$ cat config.mk
export PLATFORM = sky130hd
export DESIGN_NAME = uart_tx_gen2
export DESIGN_NICKNAME = d
export VERILOG_FILES = /design/src/rtl/uart_tx_gen2.sv
export SDC_FILE = /design/constraint.sdc
export NUM_CORES = 1
export LEC_CHECK = 0
export CAP_MARGIN = 20
export CORE_MARGIN = 10
export CORE_UTILIZATION = 60
export DETAILED_ROUTE_END_ITERATION = 6
export PLACE_DENSITY = 0.79
export SYNTH_ARGS = -nofsm -noshare
export SYNTH_HDL_FRONTEND = slang
export SYNTH_SLANG_ARGS = --single-unit
$ cat constraint.sdc
create_clock -name clk -period 7.95 [get_ports clk]
set_clock_uncertainty 0.1 [all_clocks]
set_input_delay 1.59 -clock clk [delete_from_list [all_inputs] [get_ports clk]]
set_output_delay 1.59 -clock clk [all_outputs]
set_load 0.01 [all_outputs]
$ cat src/rtl/uart_tx_gen2.sv
`default_nettype none
// ============================================================================
// uart_tx_gen2 : UART transmitter with input FIFO, runtime prescaler,
//                optional parity and one/two stop bits; frames run back to back.
// Revision     : 1.0
// ============================================================================
module uart_tx_gen2 #(
  parameter int DATA_WIDTH = 8,
  parameter int PRESCALE_W = 16,
  parameter int FIFO_DEPTH = 4
) (
  input  logic                          clk,
  input  logic                          rst,
  input  logic [DATA_WIDTH-1:0]         data,
  input  logic                          data_valid,
  output logic                          data_ready,
  input  logic                          parity_en,
  input  logic                          parity_type,
  input  logic                          stop_bits,
  input  logic [PRESCALE_W-1:0]         prescale,
  output logic                          out,
  output logic                          busy,
  output logic                          done,
  output logic [$clog2(FIFO_DEPTH):0]   fifo_count
);

  localparam int PTR_W = $clog2(FIFO_DEPTH);
  localparam int CNT_W = PTR_W + 1;
  localparam int BIT_W = $clog2(DATA_WIDTH);

  typedef enum logic [2:0] {
    S_IDLE   = 3'd0,
    S_START  = 3'd1,
    S_DATA   = 3'd2,
    S_PARITY = 3'd3,
    S_STOP   = 3'd4
  } state_t;

  // FIFO storage and bookkeeping
  logic [DATA_WIDTH-1:0] mem_q [FIFO_DEPTH];
  logic [PTR_W-1:0]      wr_ptr_q, wr_ptr_d;
  logic [PTR_W-1:0]      rd_ptr_q, rd_ptr_d;
  logic [CNT_W-1:0]      count_q, count_d;
  logic                  push;
  logic                  pop;
  logic                  fifo_empty;
  logic [DATA_WIDTH-1:0] rd_word;

  // Transmitter state
  state_t                state_q, state_d;
  logic [PRESCALE_W-1:0] timer_q, timer_d;
  logic [PRESCALE_W-1:0] period_q, period_d;
  logic [BIT_W-1:0]      bit_q, bit_d;
  logic                  stop2nd_q, stop2nd_d;
  logic [DATA_WIDTH-1:0] shift_q, shift_d;
  logic                  par_bit_q, par_bit_d;
  logic                  par_en_q, par_en_d;
  logic                  stop2_q, stop2_d;
  logic                  out_q, out_d;
  logic                  busy_q, busy_d;
  logic                  done_q, done_d;

  logic                  timer_last;
  logic                  start_frame;
  logic [PRESCALE_W-1:0] prescale_eff;

  assign data_ready   = (count_q < CNT_W'(FIFO_DEPTH));
  assign push         = data_valid && data_ready;
  assign fifo_empty   = (count_q == '0);
  assign rd_word      = mem_q[rd_ptr_q];
  assign prescale_eff = (prescale == '0) ? PRESCALE_W'(1) : prescale;
  assign timer_last   = (timer_q == (period_q - PRESCALE_W'(1)));

  assign out        = out_q;
  assign busy       = busy_q;
  assign done       = done_q;
  assign fifo_count = count_q;

  always_comb begin
    wr_ptr_d = wr_ptr_q;
    rd_ptr_d = rd_ptr_q;
    count_d  = count_q;
    if (push) wr_ptr_d = wr_ptr_q + PTR_W'(1);
    if (pop)  rd_ptr_d = rd_ptr_q + PTR_W'(1);
    case ({push, pop})
      2'b10:   count_d = count_q + CNT_W'(1);
      2'b01:   count_d = count_q - CNT_W'(1);
      default: count_d = count_q;
    endcase
  end

  always_comb begin
    state_d     = state_q;
    period_d    = period_q;
    bit_d       = bit_q;
    stop2nd_d   = stop2nd_q;
    shift_d     = shift_q;
    par_bit_d   = par_bit_q;
    par_en_d    = par_en_q;
    stop2_d     = stop2_q;
    out_d       = out_q;
    busy_d      = busy_q;
    done_d      = 1'b0;
    pop         = 1'b0;
    start_frame = 1'b0;
    timer_d     = (state_q == S_IDLE || timer_last) ? '0 : timer_q + PRESCALE_W'(1);

    case (state_q)
      S_IDLE: begin
        out_d       = 1'b1;
        busy_d      = 1'b0;
        start_frame = !fifo_empty;
      end
      S_START: begin
        if (timer_last) begin
          state_d = S_DATA;
          bit_d   = '0;
          out_d   = shift_q[0];
        end
      end
      S_DATA: begin
        if (timer_last) begin
          if (bit_q == BIT_W'(DATA_WIDTH - 1)) begin
            if (par_en_q) begin
              state_d = S_PARITY;
              out_d   = par_bit_q;
            end else begin
              state_d   = S_STOP;
              stop2nd_d = 1'b0;
              out_d     = 1'b1;
            end
          end else begin
            bit_d   = bit_q + BIT_W'(1);
            shift_d = shift_q >> 1;
            out_d   = shift_d[0];
          end
        end
      end
      S_PARITY: begin
        if (timer_last) begin
          state_d   = S_STOP;
          stop2nd_d = 1'b0;
          out_d     = 1'b1;
        end
      end
      S_STOP: begin
        if (timer_last) begin
          if (stop2_q && !stop2nd_q) begin
            stop2nd_d = 1'b1;
          end else begin
            done_d = 1'b1;
            if (!fifo_empty) begin
              start_frame = 1'b1;
            end else begin
              state_d = S_IDLE;
              busy_d  = 1'b0;
              out_d   = 1'b1;
            end
          end
        end
      end
      default: begin
        state_d = S_IDLE;
        out_d   = 1'b1;
        busy_d  = 1'b0;
      end
    endcase

    // Frame launch: parity is taken from the popped word, config frozen here
    if (start_frame) begin
      pop       = 1'b1;
      shift_d   = rd_word;
      par_bit_d = (^rd_word) ^ parity_type;
      par_en_d  = parity_en;
      stop2_d   = stop_bits;
      period_d  = prescale_eff;
      timer_d   = '0;
      state_d   = S_START;
      out_d     = 1'b0;
      busy_d    = 1'b1;
    end
  end

  always_ff @(posedge clk) begin
    if (rst) begin
      wr_ptr_q  <= '0;
      rd_ptr_q  <= '0;
      count_q   <= '0;
      state_q   <= S_IDLE;
      timer_q   <= '0;
      period_q  <= PRESCALE_W'(1);
      bit_q     <= '0;
      stop2nd_q <= 1'b0;
      shift_q   <= '0;
      par_bit_q <= 1'b0;
      par_en_q  <= 1'b0;
      stop2_q   <= 1'b0;
      out_q     <= 1'b1;
      busy_q    <= 1'b0;
      done_q    <= 1'b0;
    end else begin
      wr_ptr_q  <= wr_ptr_d;
      rd_ptr_q  <= rd_ptr_d;
      count_q   <= count_d;
      state_q   <= state_d;
      timer_q   <= timer_d;
      period_q  <= period_d;
      bit_q     <= bit_d;
      stop2nd_q <= stop2nd_d;
      shift_q   <= shift_d;
      par_bit_q <= par_bit_d;
      par_en_q  <= par_en_d;
      stop2_q   <= stop2_d;
      out_q     <= out_d;
      busy_q    <= busy_d;
      done_q    <= done_d;
    end
  end

  always_ff @(posedge clk) begin
    if (!rst && push) begin
      mem_q[wr_ptr_q] <= data;
    end
  end

endmodule
`default_nettype wire
==> impl_metrics.toml, run 1 <==
[timing]
tightestPinTransition_ns = 0.831
fin_setup_tns_ns = 0
timing.final.crit_share_pct = 63.3
max_slew_margin_pct = 44.1
hold_violations = 0
final-max-slew-violation-count = 0
rsz0062_at_grt = "no"
fin_crit_ns = 5.03
final-setup-viol-count = 0
max_freq_mhz = 199
setup_slack_ns = 2.92

[drt]
drt-wirelength-per-cell_um = 16.6
drc_errors = 0
via_count = 3376
drtIter0Drc = 190
wl_um = 9550
viasPerCell = 5.86
final_antenna_net_count = 0
drtPass1Iterations = 6

[clocking]
htreeDepth = 3
clk_latency_ns = 0.37
cts_resized = 0
cts_made_buffers = 9
clock_path_buffers = 2
cts.clk_slew.worst_paths_ns = 0.10
postCtsSetupBuffers = 0
cts_sinks = 94
clockRootBuffer = "clkbuf_8"
cts_tree = "done"
cts-hold-fix-buffers = 0

[synth]
synth_top_area_cell = "dfxtp_1"
synth_area_leaders = "dfxtp_1 (27%), edfxtp_1 (21%), xnor2_1 (4.2%)"
synth.distinct_cells = 54
syn_area_um2 = 4550
synth-main-ff-cell = "dfxtp_1"
syn_inst = 448
synthArstFlopShare_pct = 0
yosysSeqAreaShare_pct = 48.4
syn_nets = 488
ys_ff_latch = 94
synth-edff-count = 32
avgSynthCellArea_um2 = 10.2
synth_warnings = 0
synth_top_area_share_pct = 27.3

[placement]
port-buffer-count = 36
hpwl_um = 6870
place_ws_ns = 2.91
numPlacedInstances = 560
gp_congestion = 0.888

[grt]
grt_remaining_overflow = 0
antenna_found_initial = 0
grt_pass1_vias = 3254
grt_usage_pct = 17.1
grt_max_degree = 29
grt_pass1_wl_um = 16000

[layout]
instances_no_fill = 576
seq_area_um2 = 2200
drive_gt1_share_pct = 6.71
fill_cells = 536
syn2layout_area_growth_pct = 12.4
layout.cells.most_common_list = "dfxtp_1 (62), nor2_1 (50), clkdlybuf4s50_1 (36)"
fin_util_pct = 69.8
diodes = 0
layout_commonest_cell = "dfxtp_1"
layout.nets = 512
multi_input_area_um2 = 2160

[floorplan]
die_x_um = 107
die-area_um2 = 11500
pin_count = 37
fp-row-count = 31
coreArea_um2 = 7330
die_height_um = 107
start_util_pct = 62.1

[power_and_ir_drop]
ir_drop_mv = 0.193
power_density_nw_per_um2 = 339
leakagePower_uw = 0.00180
power.total_uw = 1740

[setup_path]
worst_path_most_repeated_cell = "inv_1"
crit_required_ns = 8.17
slowest_stage = "inv_1"
max_stage_delay_ns = 0.58
end_kind = "flip-flop"
crit_arrival_ns = 5.25
start_kind = "flip-flop"
critical_path_class = "reg -> reg"
critPathMaxFanout = 21
crit_path_cell_trace = "inv_1, ha_1, or4b_4, a211o_1, a211o_1, a2111oi_2, and4_1, a41oi_4, inv_1, ha_1, inv_1, fa_1, xor2_1, or3_1, a21oi_1"

[run]
maxCapViolCount = 0

[outcome]
status = "finished, final reports clean"

[min_path]
hold_class = "reg -> reg"
==> final timing paths <==
path | slack [ns] | cells past startpoint | endpoint | from
max reg2reg | 2.92 | 15 | fifo_count[2] | period_q[0]
min reg2reg | 0.36 | 2 | bit_q[2] | bit_q[2]
max | 2.92 | 15 | fifo_count[2] | period_q[0]
min | 0.36 | 2 | bit_q[2] | bit_q[2]
==> kinds of logic after synthesis <==
family	count (synthesis)	synth area share [%]
adder cells (fa/ha/maj)	10	2.91
buffers and inverters	41	4.18
flip-flops	94	48.4
AND/OR/NAND/NOR	161	17.5
AO/OA/AOI/OAI	88	14.1
XOR/XNOR	44	8.47
multiplexers	10	4.40
==> Yosys cell counts, types with 8 or more instances <==
cell type and number:
dfxtp_1 62, nor2_1 50, edfxtp_1 32, nand2_1 31, a21oi_1 23, xnor2_1 22
xor2_1 22, nand3_1 18, inv_1 16, nor3_1 15, clkbuf_1 13, o21ai_0 13
a22o_1 11, and3_1 10, ha_1 9, o221ai_1 9, mux4_2 8, or3_1 8
==> per-stage QoR <==
stage | area (um2) | hold slack (ns)
finish | 5120 | 0.362
detailed placement | 4920 | 0.355
CTS | 5120 | 0.367
global placement | 4920 | 0.344
global route | 5120 | 0.384
floorplan | 4550 | 0.332
==> layout make-up <==
cell class                 count  share of cell area (%)
sequential                    94                    43.0
inverter                      16                    1.17
clock inverter                 6                    1.35
tap                           99                    2.42
multi-input combinational    313                    42.2
clock buffer                  10                    2.49
timing repair buffer          38                    7.34
==> report_power, final <==
| part | leakage [uW] | switching (uW) | internal, uW |
|---|---|---|---|
| logic | 0.000907 | 404 | 324 |
| clock network | 0.0000973 | 174 | 148 |
| registers | 0.000796 | 102 | 584 |
| total | 0.00180 | 681 | 1060 |
==> state kept, by name (all words and copies together) (netlist names), 2 cells and up, named ones only <==
signal / flops
rd_ptr_q: 2
fifo_count: 3
bit_q: 3
timer_q: 16
mem_q: 32
wr_ptr_q: 2
state_q: 3
period_q: 16
shift_q: 8
==> metal layers <==
metal	track usage, %	vias up	wire [um]
met5	0	-	0
met4	5.80	0	108
met3	4.43	11	530
met2	27.0	97	4490
met1	22.2	1592	4410
li1	-	1676	-
==> critical path, delay by kind of cell (launching register included) <==
kind | cells | cell delay [ns]
compound gates | 5 | 1.35
xor+xnor | 1 | 0.16
fa+ha+maj | 3 | 0.92
buf+inv | 3 | 0.74
flops | 1 | 0.37
simple gates | 3 | 1.32
Power figures use the tool's default switching activity.
==> inputs of run 2 (changes only) <==
--- a/config.mk
+++ b/config.mk
@@ -7,9 +7,9 @@
 export LEC_CHECK = 0
 export CAP_MARGIN = 20
 export CORE_MARGIN = 10
-export CORE_UTILIZATION = 60
+export CORE_UTILIZATION = 58
 export DETAILED_ROUTE_END_ITERATION = 6
-export PLACE_DENSITY = 0.79
+export PLACE_DENSITY = 0.77
 export SYNTH_ARGS = -nofsm -noshare
 export SYNTH_HDL_FRONTEND = slang
 export SYNTH_SLANG_ARGS = --single-unit
==> constraint.sdc (replaced) <==
create_clock -name clk -period 5 [get_ports clk]
set_clock_uncertainty 0.1 [all_clocks]
set_input_delay 1 -clock clk [delete_from_list [all_inputs] [get_ports clk]]
set_output_delay 1 -clock clk [all_outputs]
set_load 0.01 [all_outputs]
==> impl_metrics.toml, run 2 (synthesis results as in run 1) <==
[drt]
viasPerCell = 5.86
final_antenna_net_count = 0
wl_um = 9970
drtIter0Drc = 170
drc_errors = 0
drt-wirelength-per-cell_um = 17.2
via_count = 3402
drtPass1Iterations = 4

[layout]
layout_commonest_cell = "dfxtp_1"
drive_gt1_share_pct = 7.10
layout.nets = 514
fill_cells = 608
layout.cells.most_common_list = "dfxtp_1 (62), nor2_1 (50), clkdlybuf4s50_1 (36)"
largest-register = "mem_q"
fin_util_pct = 67.1
diodes = 0
syn2layout_area_growth_pct = 13.4
largest_reg_flops = 32
reg_top3 = "mem_q x32, period_q x16, timer_q x16"

[power_and_ir_drop]
leakagePower_uw = 0.00182
power.total_uw = 2860
ir_drop_mv = 0.268
power_density_nw_per_um2 = 554

[placement]
hpwl_um = 7080
gp_congestion = 0.839
port-buffer-count = 36

[grt]
antenna_found_initial = 0
grt_remaining_overflow = 0
grt_usage_pct = 17.4
grt_pass1_vias = 3302
grt_pass1_wl_um = 16300
grt_max_degree = 24

[floorplan]
coreArea_um2 = 7690
die-area_um2 = 11800
fp-row-count = 32
die_height_um = 109
die_x_um = 109
start_util_pct = 59.2
pin_count = 37

[clocking]
cts-hold-fix-buffers = 0
clk_latency_ns = 0.36
cts.clk_slew.worst_paths_ns = 0.09
clockRootBuffer = "clkbuf_8"
cts_tree = "done"
cts_resized = 0
postCtsSetupBuffers = 0
clock_path_buffers = 2
htreeDepth = 3
cts_sinks = 94
cts_made_buffers = 9

[timing]
whs_ns = 0.366
hold_violations = 0
rsz0062_at_grt = "no"
fin_setup_tns_ns = 0
timing.final.crit_share_pct = 84.3
fin_crit_ns = 4.22
final-max-slew-violation-count = 0
max_freq_mhz = 237
tightestPinTransition_ns = 0.853
final-setup-viol-count = 0
max_slew_margin_pct = 42.6

[min_path]
holdPathStages = 2
min-delay-start = "bit_q[2]"
whs_endpoint = "bit_q[2]"
hold_class = "reg -> reg"

[setup_path]
r2r_start = "period_q[0]"
end_kind = "flip-flop"
critical_path_class = "reg -> reg"
start_kind = "flip-flop"
critPathMaxFanout = 11
r2r-end = "fifo_count[2]"
crit_required_ns = 5.19
reg2reg_setup_slack_ns = 0.78
reg2regPathDepth = 15
crit_arrival_ns = 4.41

[run]
maxCapViolCount = 0

[outcome]
status = "finished, final reports clean"
## run 2: cell types whose count changed in the layout (fill, tap and decap cells not counted)
cell and change:
buf_4 +2, bufinv_16 +1, clkinv_2 -1, clkinv_4 -1, clkinvlp_2 +1, clkinvlp_4 -1
inv_8 +1
## run 2: routing by layer
layer | global-route usage (%) | part of all wire (%) | up-vias
li1 | - | - | 1684
met1 | 21.4 | 45 | 1612
met2 | 29.6 | 49 | 94
met3 | 4.22 | 4.6 | 12
met4 | 4.99 | 1.5 | 0
met5 | 0 | 0 | -
## run 2: cell type report
type                       instances  area, um2  area share, %
clock inverter                     6       93.8           1.82
multi-input combinational        313       2160           41.8
tap                              102        128           2.47
sequential                        94       2200           42.7
inverter                          16       60.1           1.16
timing repair buffer              40        390           7.57
clock buffer                      10        128           2.47
## run 2: worst max path at each step
stage / startpoint / to / slack [ns] / cells past startpoint
2_1_floorplan: period_q[0] / fifo_count[2] / 0.89 / 18
3_3_place_gp: period_q[0] / fifo_count[2] / 0.96 / 15
3_5_place_dp: period_q[0] / fifo_count[2] / 0.84 / 15
4_1_cts: period_q[0] / fifo_count[2] / 0.80 / 15
5_1_grt: period_q[0] / fifo_count[2] / 0.51 / 15
6_report: period_q[0] / fifo_count[2] / 0.78 / 15
## run 2: through the flow
stage,std cells,setup WS (ns),cell area (um2)
final,581,0.784,5160
after global routing,581,0.513,5160
after CTS,581,0.798,5160
after detailed placement,565,0.838,4940
after global placement,565,0.957,4940
after floorplan,448,0.892,4550
## run 2: worst max-delay path, cell delays in order (launching register included)
cell       delay, ns
dfxtp_1         0.36
inv_1           0.09
ha_1            0.23
or4b_4          0.52
a211o_1         0.28
a211o_1         0.31
a2111oi_2       0.26
and4_1          0.49
a41oi_4         0.16
inv_1           0.10
ha_1            0.19
inv_1           0.07
fa_1            0.37
xor2_1          0.16
or3_1           0.30
a21oi_1         0.15
## run 2: where the power goes
| group | internal, uW | switching (uW) | total (uW) |
|---|---|---|---|
| clock network | 288 | 273 | 561 |
| registers | 928 | 172 | 1100 |
| logic | 529 | 667 | 1200 |
==> inputs of run 3 (changes only) <==
==> constraint.sdc (replaced) <==
create_clock -name clk -period 4.02 [get_ports clk]
set_clock_uncertainty 0.1 [all_clocks]
set_input_delay 0.804 -clock clk [delete_from_list [all_inputs] [get_ports clk]]
set_output_delay 0.804 -clock clk [all_outputs]
set_load 0.01 [all_outputs]
==> impl_metrics.toml, run 3 (synthesis results as in run 1) <==
[drt]
final_antenna_net_count = 0
drtIter0Drc = 231
wl_um = 9950
drt-wirelength-per-cell_um = 16.9
drc_errors = 0
viasPerCell = 5.86
drtPass1Iterations = 4
via_count = 3453

[timing]
tightestPinTransition_ns = 0.874
final-setup-viol-count = 0
max_freq_mhz = 261
fin_crit_ns = 3.84
hold_violations = 0
timing.final.crit_share_pct = 95.5
fin_setup_tns_ns = 0
max_slew_margin_pct = 41.5
rsz0062_at_grt = "no"
final-max-slew-violation-count = 0
setup_slack_ns = 0.182

[floorplan]
pin_count = 37
die-area_um2 = 11800
die_height_um = 109
fp-row-count = 32
die_x_um = 109
start_util_pct = 59.2
coreArea_um2 = 7690

[layout]
reg_top3 = "mem_q x32, period_q x16, timer_q x16"
syn2layout_area_growth_pct = 14.4
layout.nets = 522
layout_commonest_cell = "dfxtp_1"
drive_gt1_share_pct = 9.86
largest_reg_flops = 32
layout.cells.most_common_list = "dfxtp_1 (62), nor2_1 (50), clkdlybuf4s50_1 (36)"
fill_cells = 640
fin_util_pct = 67.7
largest-register = "mem_q"
diodes = 0

[run]
maxCapViolCount = 0

[placement]
place_ws_ns = 0.163
port-buffer-count = 36
gp_congestion = 0.939
hpwl_um = 7250

[clocking]
cts_resized = 0
clockRootBuffer = "clkbuf_8"
cts-hold-fix-buffers = 0
clock_path_buffers = 2
clk_latency_ns = 0.37
cts.clk_slew.worst_paths_ns = 0.10
cts_made_buffers = 9
cts_sinks = 94
htreeDepth = 3
postCtsSetupBuffers = 0
cts_tree = "done"

[grt]
grt_remaining_overflow = 0
grt_pass1_wl_um = 17000
grt_pass1_vias = 3549
antenna_found_initial = 0
grt_usage_pct = 17.9
grt_max_degree = 28

[setup_path]
crit_arrival_ns = 4.05
end_kind = "flip-flop"
crit_required_ns = 4.23
start_kind = "flip-flop"
critPathMaxFanout = 5
critical_path_class = "reg -> reg"
reg2regPathDepth = 15

[power_and_ir_drop]
ir_drop_mv = 0.415
power_density_nw_per_um2 = 683
leakagePower_uw = 0.00185

[min_path]
holdPathStages = 2
hold_class = "reg -> reg"

[outcome]
status = "finished, final reports clean"
-- run 3: report_power, final --
part / total, uW / internal (uW) / switching [uW]
logic: 1610 / 732 / 876
clock network: 605 / 241 / 364
registers: 1340 / 1150 / 185
total: 3550 / 2130 / 1420
-- run 3: metal layers --
metal	GRT usage (%)	wire length, um
met1	19.9	4110
met2	31.9	5170
met3	4.94	467
met4	6.59	196
met5	0	0
-- run 3: path summary, 6_finish.rpt --
path / slack (ns) / from / to
setup / recovery: 0.18 / period_q[1] / fifo_count[2]
hold / removal: 0.36 / par_bit_q / par_bit_q
setup reg to reg: 0.18 / period_q[1] / fifo_count[2]
hold reg to reg: 0.36 / par_bit_q / par_bit_q
-- run 3: layout make-up --
| cell class | count | area (um2) | area share, % |
|---|---|---|---|
| repair buffers | 48 | 450 | 8.65 |
| flip-flops and latches | 94 | 2200 | 42.3 |
| multi-input cells | 313 | 2180 | 41.8 |
| clock buffers | 9 | 124 | 2.38 |
| clock inverters | 7 | 65.1 | 1.25 |
| well taps | 102 | 128 | 2.45 |
| inverters | 16 | 60.1 | 1.15 |
-- run 3: worst max-delay path, cell delays in order, from the launching register on --
cell       delay (ns)
dfxtp_1          0.33
inv_1            0.09
ha_4             0.16
or4b_4           0.48
a211o_1          0.28
a211o_1          0.32
a2111oi_2        0.28
and4_4           0.29
a41oi_4          0.13
inv_2            0.10
ha_2             0.19
inv_1            0.05
fa_1             0.37
xor2_1           0.16
or3_1            0.30
a21oi_1          0.14
-- run 3: through the flow --
| step | cell area (um2) | hold WS, ns | power (uW) | instances |
|---|---|---|---|---|
| 6_report | 5200 | 0.360 | 3550 | 589 |
| 5_1_grt | 5200 | 0.383 | 3810 | 589 |
| 4_1_cts | 5200 | 0.361 | 3550 | 589 |
| 3_5_place_dp | 5010 | 0.347 | 2940 | 573 |
| 3_3_place_gp | 5010 | 0.344 | 2900 | 573 |
| 2_1_floorplan | 4570 | 0.332 | 2550 | 448 |
